File: src/rtl/armleocpu_writeback.sv
// Writeback arbiter and long-latency scoreboard driving the regfile write port.
// Define ARMLEOCPU_WB_BYPASS_EN to clear pending bits at accept and forward the write stage.
module armleocpu_writeback (
  input  logic        clk,
  input  logic        rst,

  input  logic        issue_valid,
  input  logic [4:0]  issue_rd,
  output logic        issue_ready,

  input  logic [4:0]  rs1_addr,
  input  logic [4:0]  rs2_addr,
  output logic        rs1_busy,
  output logic        rs2_busy,
  output logic        rs1_fwd_valid,
  output logic        rs2_fwd_valid,
  output logic [31:0] rs1_fwd_data,
  output logic [31:0] rs2_fwd_data,

  input  logic        alu_valid,
  input  logic [4:0]  alu_rd,
  input  logic [31:0] alu_wdata,

  input  logic        lsu_valid,
  output logic        lsu_ready,
  input  logic [4:0]  lsu_rd,
  input  logic [31:0] lsu_wdata,

  input  logic        mdu_valid,
  output logic        mdu_ready,
  input  logic [4:0]  mdu_rd,
  input  logic [31:0] mdu_wdata,

  output logic [4:0]  rd_addr,
  output logic [31:0] rd_wdata,
  output logic        rd_write
);

  typedef enum logic {RrLsu, RrMdu} rr_e;

  rr_e         rr_q, rr_d;
  logic [31:0] pending_q, pending_d;
  logic [4:0]  rd_addr_q;
  logic [31:0] rd_wdata_q;
  logic        rd_write_q;

  logic        lsu_fire, mdu_fire, long_fire, issue_fire;
  logic        win_valid;
  logic [4:0]  win_rd;
  logic [31:0] win_wdata;

  // ALU wins outright; LSU/MDU share the leftover slot round-robin.
  always_comb begin
    lsu_ready = 1'b0;
    mdu_ready = 1'b0;
    if (!alu_valid) begin
      lsu_ready = lsu_valid && ((rr_q == RrLsu) || !mdu_valid);
      mdu_ready = mdu_valid && ((rr_q == RrMdu) || !lsu_valid);
    end
  end

  assign lsu_fire   = lsu_valid && lsu_ready;
  assign mdu_fire   = mdu_valid && mdu_ready;
  assign long_fire  = lsu_fire || mdu_fire;
  assign issue_fire = issue_valid && issue_ready;

  always_comb begin
    rr_d = rr_q;
    if (lsu_fire) begin
      rr_d = RrMdu;
    end else if (mdu_fire) begin
      rr_d = RrLsu;
    end
  end

  always_comb begin
    win_valid = 1'b0;
    win_rd    = 5'd0;
    win_wdata = 32'd0;
    if (alu_valid) begin
      win_valid = 1'b1;
      win_rd    = alu_rd;
      win_wdata = alu_wdata;
    end else if (lsu_fire) begin
      win_valid = 1'b1;
      win_rd    = lsu_rd;
      win_wdata = lsu_wdata;
    end else if (mdu_fire) begin
      win_valid = 1'b1;
      win_rd    = mdu_rd;
      win_wdata = mdu_wdata;
    end
  end

  always_ff @(posedge clk) begin
    if (rst) begin
      rr_q       <= RrLsu;
      rd_addr_q  <= 5'd0;
      rd_wdata_q <= 32'd0;
      rd_write_q <= 1'b0;
    end else begin
      rr_q <= rr_d;
      if (win_valid) begin
        rd_addr_q  <= win_rd;
        rd_wdata_q <= win_wdata;
      end
      rd_write_q <= win_valid && (win_rd != 5'd0);
    end
  end

  assign rd_addr  = rd_addr_q;
  assign rd_wdata = rd_wdata_q;
  assign rd_write = rd_write_q;

`ifdef ARMLEOCPU_WB_BYPASS_EN
  // Clear at the accept edge; the in-flight write is forwarded instead.
  always_comb begin
    pending_d = pending_q;
    if (issue_fire && (issue_rd != 5'd0)) begin
      pending_d[issue_rd] = 1'b1;
    end
    if (long_fire) begin
      pending_d[win_rd] = 1'b0;
    end
    pending_d[0] = 1'b0;
  end

  assign rs1_fwd_valid = rd_write_q && (rd_addr_q == rs1_addr) && (rs1_addr != 5'd0);
  assign rs2_fwd_valid = rd_write_q && (rd_addr_q == rs2_addr) && (rs2_addr != 5'd0);
  assign rs1_fwd_data  = rs1_fwd_valid ? rd_wdata_q : 32'd0;
  assign rs2_fwd_data  = rs2_fwd_valid ? rd_wdata_q : 32'd0;
`else
  logic       clr_valid_q;
  logic [4:0] clr_rd_q;

  // Delay the clear one edge so busy drops together with the regfile write.
  always_ff @(posedge clk) begin
    if (rst) begin
      clr_valid_q <= 1'b0;
      clr_rd_q    <= 5'd0;
    end else begin
      clr_valid_q <= long_fire && (win_rd != 5'd0);
      clr_rd_q    <= win_rd;
    end
  end

  always_comb begin
    pending_d = pending_q;
    if (issue_fire && (issue_rd != 5'd0)) begin
      pending_d[issue_rd] = 1'b1;
    end
    if (clr_valid_q) begin
      pending_d[clr_rd_q] = 1'b0;
    end
    pending_d[0] = 1'b0;
  end

  assign rs1_fwd_valid = 1'b0;
  assign rs2_fwd_valid = 1'b0;
  assign rs1_fwd_data  = 32'd0;
  assign rs2_fwd_data  = 32'd0;
`endif

  always_ff @(posedge clk) begin
    if (rst) begin
      pending_q <= 32'd0;
    end else begin
      pending_q <= pending_d;
    end
  end

  assign issue_ready = !pending_q[issue_rd] || (issue_rd == 5'd0);
  assign rs1_busy    = pending_q[rs1_addr] && (rs1_addr != 5'd0);
  assign rs2_busy    = pending_q[rs2_addr] && (rs2_addr != 5'd0);

`ifndef SYNTHESIS
  a_alu_not_pending: assert property (@(posedge clk) disable iff (rst)
    (alu_valid && (alu_rd != 5'd0)) |-> !pending_q[alu_rd]);
  a_lsu_pending: assert property (@(posedge clk) disable iff (rst)
    (lsu_fire && (lsu_rd != 5'd0)) |-> pending_q[lsu_rd]);
  a_mdu_pending: assert property (@(posedge clk) disable iff (rst)
    (mdu_fire && (mdu_rd != 5'd0)) |-> pending_q[mdu_rd]);
`endif

endmodule

File: config.mk
export PLATFORM = sky130hd
export DESIGN_NAME = armleocpu_writeback
export DESIGN_NICKNAME = d
export VERILOG_FILES = /design/src/rtl/armleocpu_writeback.sv
export SDC_FILE = /design/constraint.sdc
export NUM_CORES = 1
export LEC_CHECK = 0
export CAP_MARGIN = 5
export CORE_MARGIN = 2
export CORE_UTILIZATION = 41
export DETAILED_ROUTE_END_ITERATION = 10
export HOLD_SLACK_MARGIN = 0.15
export PLACE_DENSITY = 0.88
export SETUP_SLACK_MARGIN = 0.3
export SKIP_LAST_GASP = 1
export SLEW_MARGIN = 20
export SYNTH_ARGS = -nofsm -noshare
export SYNTH_HDL_FRONTEND = slang
export SYNTH_SLANG_ARGS = --single-unit
File: constraint.sdc
create_clock -name clk -period 2.7 [get_ports clk]
set_clock_uncertainty 0.1 [all_clocks]
set_input_delay 0.675 -clock clk [delete_from_list [all_inputs] [get_ports clk]]
set_output_delay 0.675 -clock clk [all_outputs]
set_load 0.02 [all_outputs]
== Word-level counts from Yosys, hierarchy flattened ==
Index checks and enable logic that the tools add are counted.
Word-level totals
  register bits after elaboration: 77
  latch bits: 0
  RAM bits: 0
  memory bits (read-only): 0
  logic and storage cells: 68
  memories kept: 0
Operators by class
  add/sub/neg operators: 0
  multiply operators: 0
  divide/modulo/power cells: 0
  order comparisons: 6
  equal/unequal tests: 0
  shifts and indexed selects: 0
  mux-type cells: 25
  bitwise logic cells: 4
  reductions and logical operators: 25
Operator list (number)
  $mux 32: 5
  $and 32x32->32: 1
  $not 32->32: 1
  $or 32x32->32: 1
  $lt 5x6->1 const B: 4
  $reduce_bool 5->1: 4
  $bmux 1 s5: 3
  $mux 5: 3
  $logic_and 1x1->1: 12
  $mux 1: 12
  $demux 1 s5: 2
  $ge 5x1->1 const B: 2
  $logic_not 5->1: 1
  $logic_or 1x1->1: 4
  $logic_not 1->1: 3
  $reduce_bool 2->1: 1
  $not 1->1: 1

== Depth between registers and ports, before layout ==
  depth in word-level cells: 10
  depth in mapped cells: 8

== Worst setup path before layout ==
Ideal clock, no wire load.
  path kind: input port to output port
  from: in issue_rd[1]
  to: out issue_ready
  arrival: 2117 ps
  data required time: 1925 ps
  setup slack: -192 ps
  stages: 6
  path buffers: 2
  cell sequence: buf_2 buf_2 mux2_1 nand2_1 a31oi_1 nor3_1
Between the ends
  cells in the longest elaborated chain, start to end: 4
Ends and longest elaborated chain
  from (decl): RTL line 8  | input logic [4:0] issue_rd,
  $bmux 1 s5: RTL line 172  | assign issue_ready = !pending_q[issue_rd] || (issue_rd == 5'd0);
  $mux 1 (implied by the code): RTL line 172
  $logic_not 1->1: RTL line 172
  $logic_or 1x1->1 *: RTL line 172
  to (decl): RTL line 9  | output logic issue_ready,
Mark *: on every way between the ends. The rest lies on a longest branch, timed or not. The select of a mux whose other input is x is not followed.

== Final worst setup path ==
  from: in rs1_addr[0]
  to: out rs1_busy
Between the ends
  cells in the longest elaborated chain, start to end: 3
Ends and longest elaborated chain
  from (decl): RTL line 11  | input logic [4:0] rs1_addr,
  $bmux 1 s5: RTL line 173  | assign rs1_busy = pending_q[rs1_addr] && (rs1_addr != 5'd0);
  $mux 1 (implied by the code): RTL line 173
  $logic_and 1x1->1 *: RTL line 173
  to (decl): RTL line 13  | output logic rs1_busy,
Marks and branches as above.

==> metrics.md <==
| Metric | Value |
|---|---|
| Status | `complete, but fails checks` |
| Failing checks | `negative setup slack` |
| Slew Viols, Final | `0` |
| Slew @ Worst Pin | `between 0.7 and 0.8 ns` |
| CTS tree | `yes` |
| Setup CP Type | `input port to output pin` |
| Reg2reg start | `pending_q[30]` |
| Post-route ant nets | `0` |
| Register-to-Register Path Depth | `6` |
| Largest net degree at the start of global routing | `47` |
| HP Class | `flip-flop to flip-flop` |
| First-pass GRT wire length | `24900 um` |
| Fillers | `901` |
| Synth top area share | `31.6%` |
| Clock sinks | `76` |
| #FFs+latches synth | `76` |
| Critical path, cell by cell | `buf_4 -> buf_6 -> mux4_2 -> mux2_4 -> nand3_2 -> o311ai_4 -> buf_6` |
| Worst EP required | `1.92 ns` |
| Final Hold Vio Count | `0` |
| Met3 WL | `1450 um` |
| Synth area leader | `dfxtp_1` |
| Area occupied by multi-input gates | `0.00302 mm^2` |
| Worst skew pair latency | `0.33 ns` |
| Wire per inst | `roughly 18 um` |
| Reg-to-Reg End | `pending_q[31]` |
| Slew HR | `between 50 and 60%` |
| Routed WL | `15900 um` |
| Tcrit/Tclk final | `103%` |
| Initial antenna violation count | `0` |
| Port Buffers | `174` |
| Post-DP HPWL | `12000 um` |
| Setup ws final | `-0.0734 ns` |
| Drt initial violations | `299` |
| PwrDens | `between 400 and 500 mW/mm^2` |
| Fin util | `64.5%` |
| Starting Density | `42.2%` |
| Sequential cell area | `0.00152 mm^2` |
| Min-Delay Endpoint | `rd_addr[3]` |
| Most used cell, CP | `buf_6` |
| Top-count cell post-synth | `dfxtp_1` |
| Synth Flop Type | `dfxtp_1` |
| Critical path depth | `7` |
| Via-to-Cell Ratio | `around 5.6` |
| # diodes | `0` |
| Max_cap viols | `0` |
| Most frequent cells after synthesis | `dfxtp_1, buf_4, a21oi_1` |
| Synth async-reset ratio | `0%` |
| Mapped Area | `0.00481 mm^2` |
| Clock transition at path regs | `approximately 0.060 ns` |
| GRT Total Usage | `24.4%` |
| Worst hold stages | `2` |
| Core area | `0.0114 mm^2` |
| Peak supply drop | `around 0.00045 V` |
| Hold_ws | `0.367 ns` |
| Crit path max-delay family | `multiplexers` |
| Highest Signal Layer | `met4` |
| Crit path launch type | `input port` |
| Met1 Routed Length | `approximately 6000 um` |
| Total CTS buffers | `9` |
| Slowest cell on crit path | `mux4_2` |
| Max clock buf depth | `2` |
| Worst Hold Launch | `rd_addr[3]` |
| Die Ht | `~110 um` |
| Share of post-route cells with drive strength above 1 | `between 20% and 30%` |
| Mean Syn Cell Area | `about 8.7 um^2` |
| Grt ovf | `0` |
| Number of I/O pins | `between 200 and 250` |
| Gpl congestion | `0.953` |
| Post-synth cell types | `45` |
| Count of final setup violators | `3` |
| Crit path largest cell delay | `0.50 ns` |
| Synth Warn # | `0` |
| Sequential share of the synthesized area | `between 30% and 40%` |
| Die area | `0.0126 mm^2` |
| CP Max Fanout | `4` |
| Vias post-DR | `around 5100` |
| Static leakage | `between 2 and 3 nW` |
| H-tree Lvls | `3` |
| Post-Synthesis Cells | `553` |
| Period minus WS final | `2.77 ns` |
| CTS root buf | `clkbuf_16` |
| Met2 WL | `8050 um` |
| Unrepaired setup endpoints after global routing | `yes` |
| Ranking of synthesized cells by area | `dfxtp_1, buf_4, mux4_2` |
| Worst EP arrival | `approximately 2.0 ns` |
| Number of enable flip-flop cells after synthesis | `0` |
| Fmax | `between 300 and 400 MHz` |
| R2R Setup Slk | `0.76 ns` |
| Die width | `~110 um` |
| Row cnt | `39` |
| Pre-Repair DR Iteration Count | `5` |
| DRC Markers | `0` |
| Endpoint class of the critical path | `output pin` |
| Vias in the first global route | `roughly 5000` |
| Layout Nets | `895` |
| CP bufs+invs | `3` |
| Syn-to-layout area delta | `53.1%` |
==> placed cells by master, fill, tap and decap left out, drive strengths merged, types with 4 or more instances in the layout <==
cell type        n
conb            66
and3b            4
a2111oi          6
buf             83
and3             4
mux4            16
dlygate4sd2      5
clkbuf           9
a22oi           44
a31oi           16
nor2b           21
nand2           41
nor3            10
nor3b            9
mux2i            9
a21oi           47
inv              5
o21ai           13
nor2            14
dfxtp           76
clkdlybuf4s50  153
mux2             7
a21o            20
a211oi          31
nand3           22
nand2b           5
==> state kept, by name (all words and copies together), names as in the netlist <==
signal,cells
clr_rd_q,5
rr_q,1
rd_addr,5
rd_write,1
clr_valid_q,1
pending_q,31
rd_wdata,32
==> cell type report <==
class / count / share of cell area (%)
sequential: 76 / 20.6
inverter: 4 / 0.204
multi-input combinational: 426 / 41.0
clock inverter: 6 / 0.560
clock buffer: 9 / 3.06
tap: 143 / 2.43
timing repair buffer: 246 / 32.1
==> report_power, final <==
part / switching (mW) / internal [mW] / total, mW
Clock: 0.475 / 0.616 / 1.09
Sequential: 0.0392 / 1.18 / 1.21
Combinational: 0.424 / 0.432 / 0.856
==> worst max path at each step <==
stage,end,from
2_1_floorplan,issue_ready,issue_rd[0]
3_3_place_gp,issue_ready,issue_rd[0]
3_5_place_dp,rs1_busy,rs1_addr[0]
4_1_cts,issue_ready,issue_rd[0]
5_1_grt,issue_ready,issue_rd[0]
6_report,rs1_busy,rs1_addr[0]
==> through the flow <==
| stage | total power, mW | cell area [um^2] | setup WS, ns | TNS, ns | cells |
|---|---|---|---|---|---|
| CTS | 3.17 | 7320 | -0.0784 | -0.197 | 909 |
| finish | 3.16 | 7370 | -0.0734 | -0.206 | 910 |
| global route | 3.28 | 7370 | -0.164 | -0.399 | 910 |
| detailed placement | 2.05 | 6860 | -1.05 | -6.31 | 889 |
| floorplan | 1.72 | 5140 | 0.0568 | 0 | 618 |
| global placement | 2.04 | 6860 | -1.05 | -5.36 | 889 |
==> timing repair <==
item / CTS / global route
hold buffers: 0 / 0
gates resized for setup: 101 / 9
buffers inserted: 4 / 1
setup endpoints to repair: 30 / 6
pin swaps: 8 / 3
cloned: 1 / 0
==> worst min-delay path: stages, from the launching register on <==
cell and delay (ns):
dfxtp_1 0.31, nand2_1 0.05, a21oi_1 0.06
==> per-layer routing <==
| layer | GRT usage [%] | vias to the layer above |
|---|---|---|
| li1 | - | 2356 |
| met2 | 42.5 | 273 |
| met1 | 28.7 | 2393 |
| met5 | 0 | - |
| met4 | 9.27 | 0 |
| met3 | 6.59 | 40 |
==> cell families (layout without fill, tap and decap cells) <==
family / count (synthesis) / in the layout / share of synthesized area [%]
AOI/OAI and AO/OA: 190 / 190 / 26.6
and+or+nand+nor: 138 / 138 / 15.9
buffers and inverters: 116 / 265 / 14.8
DFF: 76 / 76 / 31.6
muxes: 32 / 32 / 11.0
other: 1 / 66 / 0.0779
Note: power is estimated with default switching activity, not from simulation.
